`src/rtl/fetch_stage.sv`:
```
// Instruction-fetch stage with IF/ID pipeline register.
// Owns the PC and keeps one request in flight to a variable-latency instruction
// memory. It follows the hazard unit's PCWrite/IF_ID_Write stalls and redirects
// on branches resolved in ID. A one-entry hold buffer keeps a word that returns
// during a stall, and two saturating counters track stall and bubble cycles.
module fetch_stage #(
   parameter logic [31:0] RESET_PC = 32'h0000_0000,
   parameter int          CNT_W    = 16
) (
   input  logic             Clk,
   input  logic             Rst,
   input  logic             PCWrite,
   input  logic             IF_ID_Write,
   input  logic             BranchTaken_ID,
   input  logic [31:0]      BranchTarget_ID,
   output logic             IMemReq,
   output logic [31:0]      IMemAddr,
   input  logic             IMemReady,
   input  logic [31:0]      IMemData,
   output logic [31:0]      Instruction_ID,
   output logic [31:0]      PCPlus4_ID,
   output logic             Valid_ID,
   output logic [31:0]      PC_IF,
   output logic [CNT_W-1:0] StallCycles,
   output logic [CNT_W-1:0] BubbleCycles
);

   typedef enum logic {FETCH = 1'b0, HOLD = 1'b1} state_e;

   localparam logic [CNT_W-1:0] CNT_MAX = '1;
   localparam logic [CNT_W-1:0] CNT_ONE = {{(CNT_W-1){1'b0}}, 1'b1};

   state_e           state_q, state_d;
   logic             imem_req_q, imem_req_d;
   logic [31:0]      pc_q, pc_d;
   logic [31:0]      instr_q, instr_d;
   logic [31:0]      pc4_id_q, pc4_id_d;
   logic             valid_q, valid_d;
   logic [31:0]      hold_buf_q, hold_buf_d;
   logic [CNT_W-1:0] stall_cnt_q, stall_cnt_d;
   logic [CNT_W-1:0] bubble_cnt_q, bubble_cnt_d;

   logic             redirect;
   logic             bubble;
   logic [31:0]      pc_plus4;

   // The low target bits are forced to zero, so they are deliberately unused.
   logic             unused_target_lsbs;
   assign unused_target_lsbs = ^BranchTarget_ID[1:0];

   // Next-state logic: a redirect wins over everything; otherwise FETCH/HOLD handling.
   always_comb begin
      state_d      = state_q;
      pc_d         = pc_q;
      instr_d      = instr_q;
      pc4_id_d     = pc4_id_q;
      valid_d      = valid_q;
      hold_buf_d   = hold_buf_q;
      bubble       = 1'b0;
      redirect     = IF_ID_Write & BranchTaken_ID;
      pc_plus4     = pc_q + 32'd4;

      if (redirect) begin
         pc_d       = {BranchTarget_ID[31:2], 2'b00};
         instr_d    = 32'h0;
         valid_d    = 1'b0;
         hold_buf_d = 32'h0;
         bubble     = 1'b1;
         state_d    = FETCH;
      end else begin
         case (state_q)
            FETCH: begin
               if (IMemReady) begin
                  if (IF_ID_Write) begin
                     instr_d  = IMemData;
                     pc4_id_d = pc_plus4;
                     valid_d  = 1'b1;
                     if (PCWrite) begin
                        pc_d = pc_plus4;
                     end
                  end else begin
                     hold_buf_d = IMemData;
                     state_d    = HOLD;
                  end
               end else if (IF_ID_Write) begin
                  instr_d = 32'h0;
                  valid_d = 1'b0;
                  bubble  = 1'b1;
               end
            end
            HOLD: begin
               if (IF_ID_Write) begin
                  instr_d  = hold_buf_q;
                  pc4_id_d = pc_plus4;
                  valid_d  = 1'b1;
                  if (PCWrite) begin
                     pc_d = pc_plus4;
                  end
                  state_d = FETCH;
               end
            end
            default: state_d = FETCH;
         endcase
      end

      imem_req_d = (state_d == FETCH);

      stall_cnt_d = stall_cnt_q;
      if (!IF_ID_Write && (stall_cnt_q != CNT_MAX)) begin
         stall_cnt_d = stall_cnt_q + CNT_ONE;
      end

      bubble_cnt_d = bubble_cnt_q;
      if (bubble && (bubble_cnt_q != CNT_MAX)) begin
         bubble_cnt_d = bubble_cnt_q + CNT_ONE;
      end
   end

   // State, PC, IF/ID register, hold buffer and counters, all cleared asynchronously.
   always_ff @(posedge Clk or negedge Rst) begin
      if (!Rst) begin
         state_q      <= FETCH;
         imem_req_q   <= 1'b1;
         pc_q         <= RESET_PC;
         instr_q      <= 32'h0;
         pc4_id_q     <= 32'h0;
         valid_q      <= 1'b0;
         hold_buf_q   <= 32'h0;
         stall_cnt_q  <= '0;
         bubble_cnt_q <= '0;
      end else begin
         state_q      <= state_d;
         imem_req_q   <= imem_req_d;
         pc_q         <= pc_d;
         instr_q      <= instr_d;
         pc4_id_q     <= pc4_id_d;
         valid_q      <= valid_d;
         hold_buf_q   <= hold_buf_d;
         stall_cnt_q  <= stall_cnt_d;
         bubble_cnt_q <= bubble_cnt_d;
      end
   end

   assign IMemReq        = imem_req_q;
   assign IMemAddr       = pc_q;
   assign PC_IF          = pc_q;
   assign Instruction_ID = instr_q;
   assign PCPlus4_ID     = pc4_id_q;
   assign Valid_ID       = valid_q;
   assign StallCycles    = stall_cnt_q;
   assign BubbleCycles   = bubble_cnt_q;

endmodule

```
`config.mk`:
```
export PLATFORM = sky130hd
export DESIGN_NAME = fetch_stage
export DESIGN_NICKNAME = d
export VERILOG_FILES = /design/src/rtl/fetch_stage.sv
export SDC_FILE = /design/constraint.sdc
export NUM_CORES = 1
export LEC_CHECK = 0
export BUFFER_PORTS_ARGS = -buffer_cell sky130_fd_sc_hd__buf_2
export CORE_MARGIN = 1
export CORE_UTILIZATION = 47
export CTS_BUF_LIST = sky130_fd_sc_hd__clkbuf_16
export DETAILED_ROUTE_END_ITERATION = 12
export PLACE_DENSITY = 0.77
export SLEW_MARGIN = 20
export SYNTH_ARGS = -nofsm -noshare
export SYNTH_HDL_FRONTEND = slang
export SYNTH_SLANG_ARGS = --single-unit
```
`constraint.sdc`:
```
create_clock -name Clk -period 1.6 [get_ports Clk]
set_input_delay 0.24 -clock Clk [delete_from_list [all_inputs] [get_ports Clk]]
set_output_delay 0.24 -clock Clk [all_outputs]
set_load 0.02 [all_outputs]
```
## Word-level counts from Yosys, hierarchy flattened

Cells that the tools add are included.

| cells by class | value |
|---|---|
| order comparisons | 0 |
| bitwise logic cells | 4 |
| multiply operators | 0 |
| equality and inequality tests | 9 |
| add/sub/neg operators | 3 |
| multiplexer cells | 31 |
| shifts and indexed selects | 0 |
| reductions and logical operators | 7 |
| divide/modulo/power cells | 0 |

Operators by type and width:

| operator | count |
|---|---|
| 2-to-1 mux 32 bit | 15 |
| case mux 32 bit (2 select lines) | 3 |
| adder 16 x 1 -> 16 bit, second input constant | 2 |
| adder 32 x 3 -> 32 bit, second input constant | 1 |
| != test 16 bit, second input constant | 2 |
| 2-to-1 mux 1 bit | 11 |
| != test 3 bit, second input constant | 2 |
| != test 2 x 1 -> 1 bit, second input constant | 2 |
| != test 4 bit, second input constant | 1 |
| case mux 1 bit (2 select lines) | 2 |
| AND reduction 2 bit | 2 |
| != test 3 x 2 -> 1 bit, second input constant | 1 |
| NOT 1 bit | 3 |
| AND reduction 3 bit | 1 |
| logical AND 1 bit | 2 |
| != test 2 bit, second input constant | 1 |
| nonzero test 2 bit | 1 |
| AND 1 bit | 1 |
| zero test 1 bit | 1 |

| word-level totals | value |
|---|---|
| logic and storage cells | 63 |
| memory bits (read-only) | 0 |
| latch bits | 0 |
| RAM bits | 0 |
| bits in registers | 163 |
| input port bits | 70 |
| output and inout port bits | 162 |
| memories | 0 |

## Longest topological paths before layout

| logic depth | value |
|---|---|
| word-level depth | 6 |
| mapped depth | 9 |
| gate-level depth less buffers | 6 |

## Worst setup path before layout

No wires, ideal clock.

| timing path | value |
|---|---|
| kind | reg-to-reg |
| from | register pc_q[2], in the netlist IMemAddr[2] |
| to | register pc4_id_q[22], in the netlist PCPlus4_ID[22] |
| period minus slack after synthesis | 1.951 ns |
| arrival | 1.823 ns |
| library setup time | 0.128 ns |
| path buffers | 1 |
| setup slack | -0.351 ns |
| cell stages (with the launch flop) | 8 |
| data required time | 1.472 ns |
| path through | dfrtp_1 -> ha_1 -> nand2_1 -> nor4_4 -> buf_6 -> nand4_2 -> xor2_1 -> o21ai_2 |

| on the way | value |
|---|---|
| word-level cells in the longest chain between the ends | 4 |

Ends and longest elaborated chain:

| what | RTL line | text |
|---|---|---|
| from (decl) | 35 | `logic [31:0] pc_q, pc_d;` |
| from (signal assigned) | 134 | `pc_q <= pc_d;` |
| adder 32 x 3 -> 32 bit (*) | 61 | `pc_plus4 = pc_q + 32'd4;` |
| 2-to-1 mux 32 bit (*) | 74, 92 |  |
| 2-to-1 mux 32 bit | 73 | `if (IMemReady) begin` |
| case mux 32 bit (2 select lines) (*) | 71 | `case (state_q)` |
| to (signal assigned) | 136 | `pc4_id_q <= pc4_id_d;` |
| to (decl) | 37 | `logic [31:0] pc4_id_q, pc4_id_d;` |

Every way passes the cells marked *; elsewhere a longest branch is shown, timed or not. The select of a mux whose other input is x is not followed.
A chain may end at the register's enable or synchronous reset.

## Worst setup path in the final report

| timing path | value |
|---|---|
| from | register stall_cnt_q[12], in the netlist StallCycles[12] |
| to | register stall_cnt_q[8], in the netlist StallCycles[8] |

| on the way | value |
|---|---|
| word-level cells in the longest chain between the ends | 2 |

Ends and longest elaborated chain:

| what | RTL line | text |
|---|---|---|
| from (decl) | 40 | `logic [CNT_W-1:0] stall_cnt_q, stall_cnt_d;` |
| from (signal assigned) | 139 | `stall_cnt_q <= stall_cnt_d;` |
| != test 16 bit | 109 | `if (!IF_ID_Write && (stall_cnt_q != CNT_MAX)) begin` |
| logical AND 1 bit | 109 |  |

Every way passes these cells.

==> qor.txt <==
footprint of the multi-input gates: 3590 um2
H-tree depth: 4
clk_lat worst skew: 420 ps
startpoint types: flip-flop
Syn-to-layout area delta: 36.2%
Final Hold Viols: 0
row count: 46
Final period util: 1.01
final net count: 1115
clock slew at reported path FFs: 60 ps
GPL Wtd Cong: 0.808
status: finished, violations left
EDFF count, synth: 0
CTS tree: built
Worst Hold Class: in2reg
Crit path largest cell delay: 410 ps
Setup crit end kind: flip-flop
fraction of layout cells with a size suffix above 1: 0.418
power per cell area: 1210 nW/um2
unrepaired setup endpoints after global routing: true
Buf/Inv on CP: 1
failing checks: negative setup slack
leading area contributor after synthesis: dfrtp_1
die area: 17200 um2
Max-Cap Viols: 0
PortBufs: 223
clock sink total: 159
drt drc: 0
WL/cell: 17.5 um
# fillers: 1247
CTS Buf Count: 17
max-slew violations: 0
Core Util, Final: 0.663
GRT Util Overall: 0.251
Mapped Area: 7850 um2
DR iter-0 viols: 569
Starting Density: 0.487
synth top area cells: dfrtp_1, nand2_1, o21ai_0
# IOs: 232
WP data required: 1890 ps
Longest Clk Path Bufs: 2
Final setup viols: 1
routed via count: 7102
setup ws final: -20.0 ps
crit-path max FO: 3
Core Region: 16100 um2
first-pass GRT wire length: 34500 um
Worst IR Drop VDD: 1190 uV
First-pass DRT Iterations: 7
sequential-to-total area share from yosys stat: 0.507
dominant synthesized flop cell: dfrtp_1
Leak: 5.15 nW
Reg2Reg Setup Slack: -20 ps
Slew HR: 0.543
setup TNS: -20.0 ps
Distinct cells, synth: 54
Die Span X: 131 um
vias in the first global route: 6658
pre-CTS setup slack: -82.4 ps
worst slew pin tran: 684 ps
#FFs+latches synth: 159
vias per inst: 5.58
GRT overflow: 0
initial antenna violation count: 2
Yosys top cell area share: 0.504
Routed Antenna Nets: 0
Worst Path Arrival: 1910 ps
CP Class: reg2reg
CP max-delay cell: dfrtp_1
CP top delay family: simple AND/OR/NAND/NOR gates
crit-path cells: nand4_1 -> or2_2 -> o21ai_0 -> buf_4 -> nor2_1 -> xor2_1
Synth Instances: 778
FF+latch area: 4020 um2
Root Buffer: clkbuf_16
Max Clk Rate: 617 MHz
final WL: 22200 um
largest net degree at the start of global routing: 58
ys async rst share: 1.00
crit path time final: 1620 ps
DPL Wire Length: 14300 um
Die Span Y: 131 um
Avg Inst Size Synth: 10.1 um2
Worst Skew: 10.5 ps
Syn. warnings: 0
power breakdown:
part	switching [mW]	internal [mW]
sequential	0.474	4.64
clock	1.59	2.40
combinational	2.27	1.52
total	4.34	8.56
final cells by class:
type | instances | area share
Multi-Input combinational cell | 525 | 0.336
Clock inverter | 15 | 0.0135
Sequential cell | 159 | 0.376
Antenna cell | 2 | 0.000468
Timing Repair Buffer | 330 | 0.206
Tap cell | 216 | 0.0253
Clock buffer | 17 | 0.0398
Inverter | 9 | 0.00316
layer usage:
| metal | track usage | part of all wire | up-vias |
|---|---|---|---|
| met5 | 0 | 0 | - |
| met4 | 0.0961 | 0.023 | 0 |
| met3 | 0.0583 | 0.072 | 36 |
| met2 | 0.395 | 0.48 | 292 |
| met1 | 0.335 | 0.43 | 3470 |
| li1 | - | - | 3304 |
Yosys cell counts, drive strengths merged, types with 8 or more instances:
cell,count
dfrtp,158
nor3,9
a32o,23
nor4,9
nand2,128
nand4,16
o311ai,12
nor2,20
xnor2,24
o21ai,95
a31oi,9
a21oi,11
and3,8
xor2,30
inv,9
o2bb2ai,9
nand3,29
clkbuf,28
mux2i,10
a22oi,18
a22o,23
buf,62
timing repair:
action	4_1_cts	5_1_grt
buffers inserted	2	15
hold endpoints to repair	33	0
resized for setup	5	42
cloned	0	5
setup endpoints to repair	34	51
hold buffers	1	0
pin swaps	1	23
state kept, by name, summed over array words and instances, names as in the netlist:
name            cells
PCPlus4_ID         30
state_q             1
Instruction_ID     32
Valid_ID            1
StallCycles        16
hold_buf_q         32
IMemReq             1
IMemAddr           30
BubbleCycles       16
through the flow:
| step | hold slack [ps] | cells | total power [mW] | cell area [um2] |
|---|---|---|---|---|
| finish | 39.3 | 1273 | 12.9 | 10700 |
| detailed placement | 170 | 1216 | 8.72 | 9660 |
| CTS | 16.7 | 1251 | 12.7 | 10300 |
| global route | 47.2 | 1272 | 13.5 | 10700 |
| floorplan | -55.6 | 783 | 7.31 | 8000 |
| global placement | 171 | 1216 | 8.61 | 9660 |
worst register-to-register path, delay by kind of cell, from the launching register on:
family	cells	cell delay (ps)
simple gates	3	590
flops	1	410
compound gates	1	190
buf+inv	1	170
xor+xnor	1	130
cell usage in the layout, fill, tap and decap left out, types with 9 or more instances in the layout:
cell,instances
buf_2,222
dfrtp_1,128
o21ai_1,24
buf_4,84
dfrtp_2,30
a32o_1,23
a22oi_1,16
o21ai_0,63
nor2_1,15
a31oi_1,9
o311ai_1,10
buf_12,13
o2bb2ai_1,9
nand2_1,126
a22o_1,23
inv_1,14
nand3_1,23
xnor2_1,23
mux2i_1,10
clkbuf_16,22
a21oi_1,9
nand4_1,11
xor2_1,30
final timing paths:
check	start	endpoint	depth (start not counted)
setup / recovery	StallCycles[12]	StallCycles[8]	6
hold / removal	BranchTarget_ID[21]	IMemAddr[21]	3
setup reg to reg	StallCycles[12]	StallCycles[8]	6
hold reg to reg	PCPlus4_ID[9]	PCPlus4_ID[9]	2
max in group asynchronous	Rst	IMemReq	3
min in group asynchronous	Rst	Instruction_ID[26]	2
logic make-up after synthesis:
kind of cell             count (synthesis)  synth area share
AND/OR/NAND/NOR                        235             0.151
multiplexers                            13            0.0171
buffers and inverters                   99            0.0698
adder cells (fa/ha/maj)                  3           0.00478
XOR/XNOR                                54            0.0603
AO/OA/AOI/OAI                          214             0.190
other                                    1          0.000478
flip-flops                             159             0.507
(Power assumes the default switching activity.)
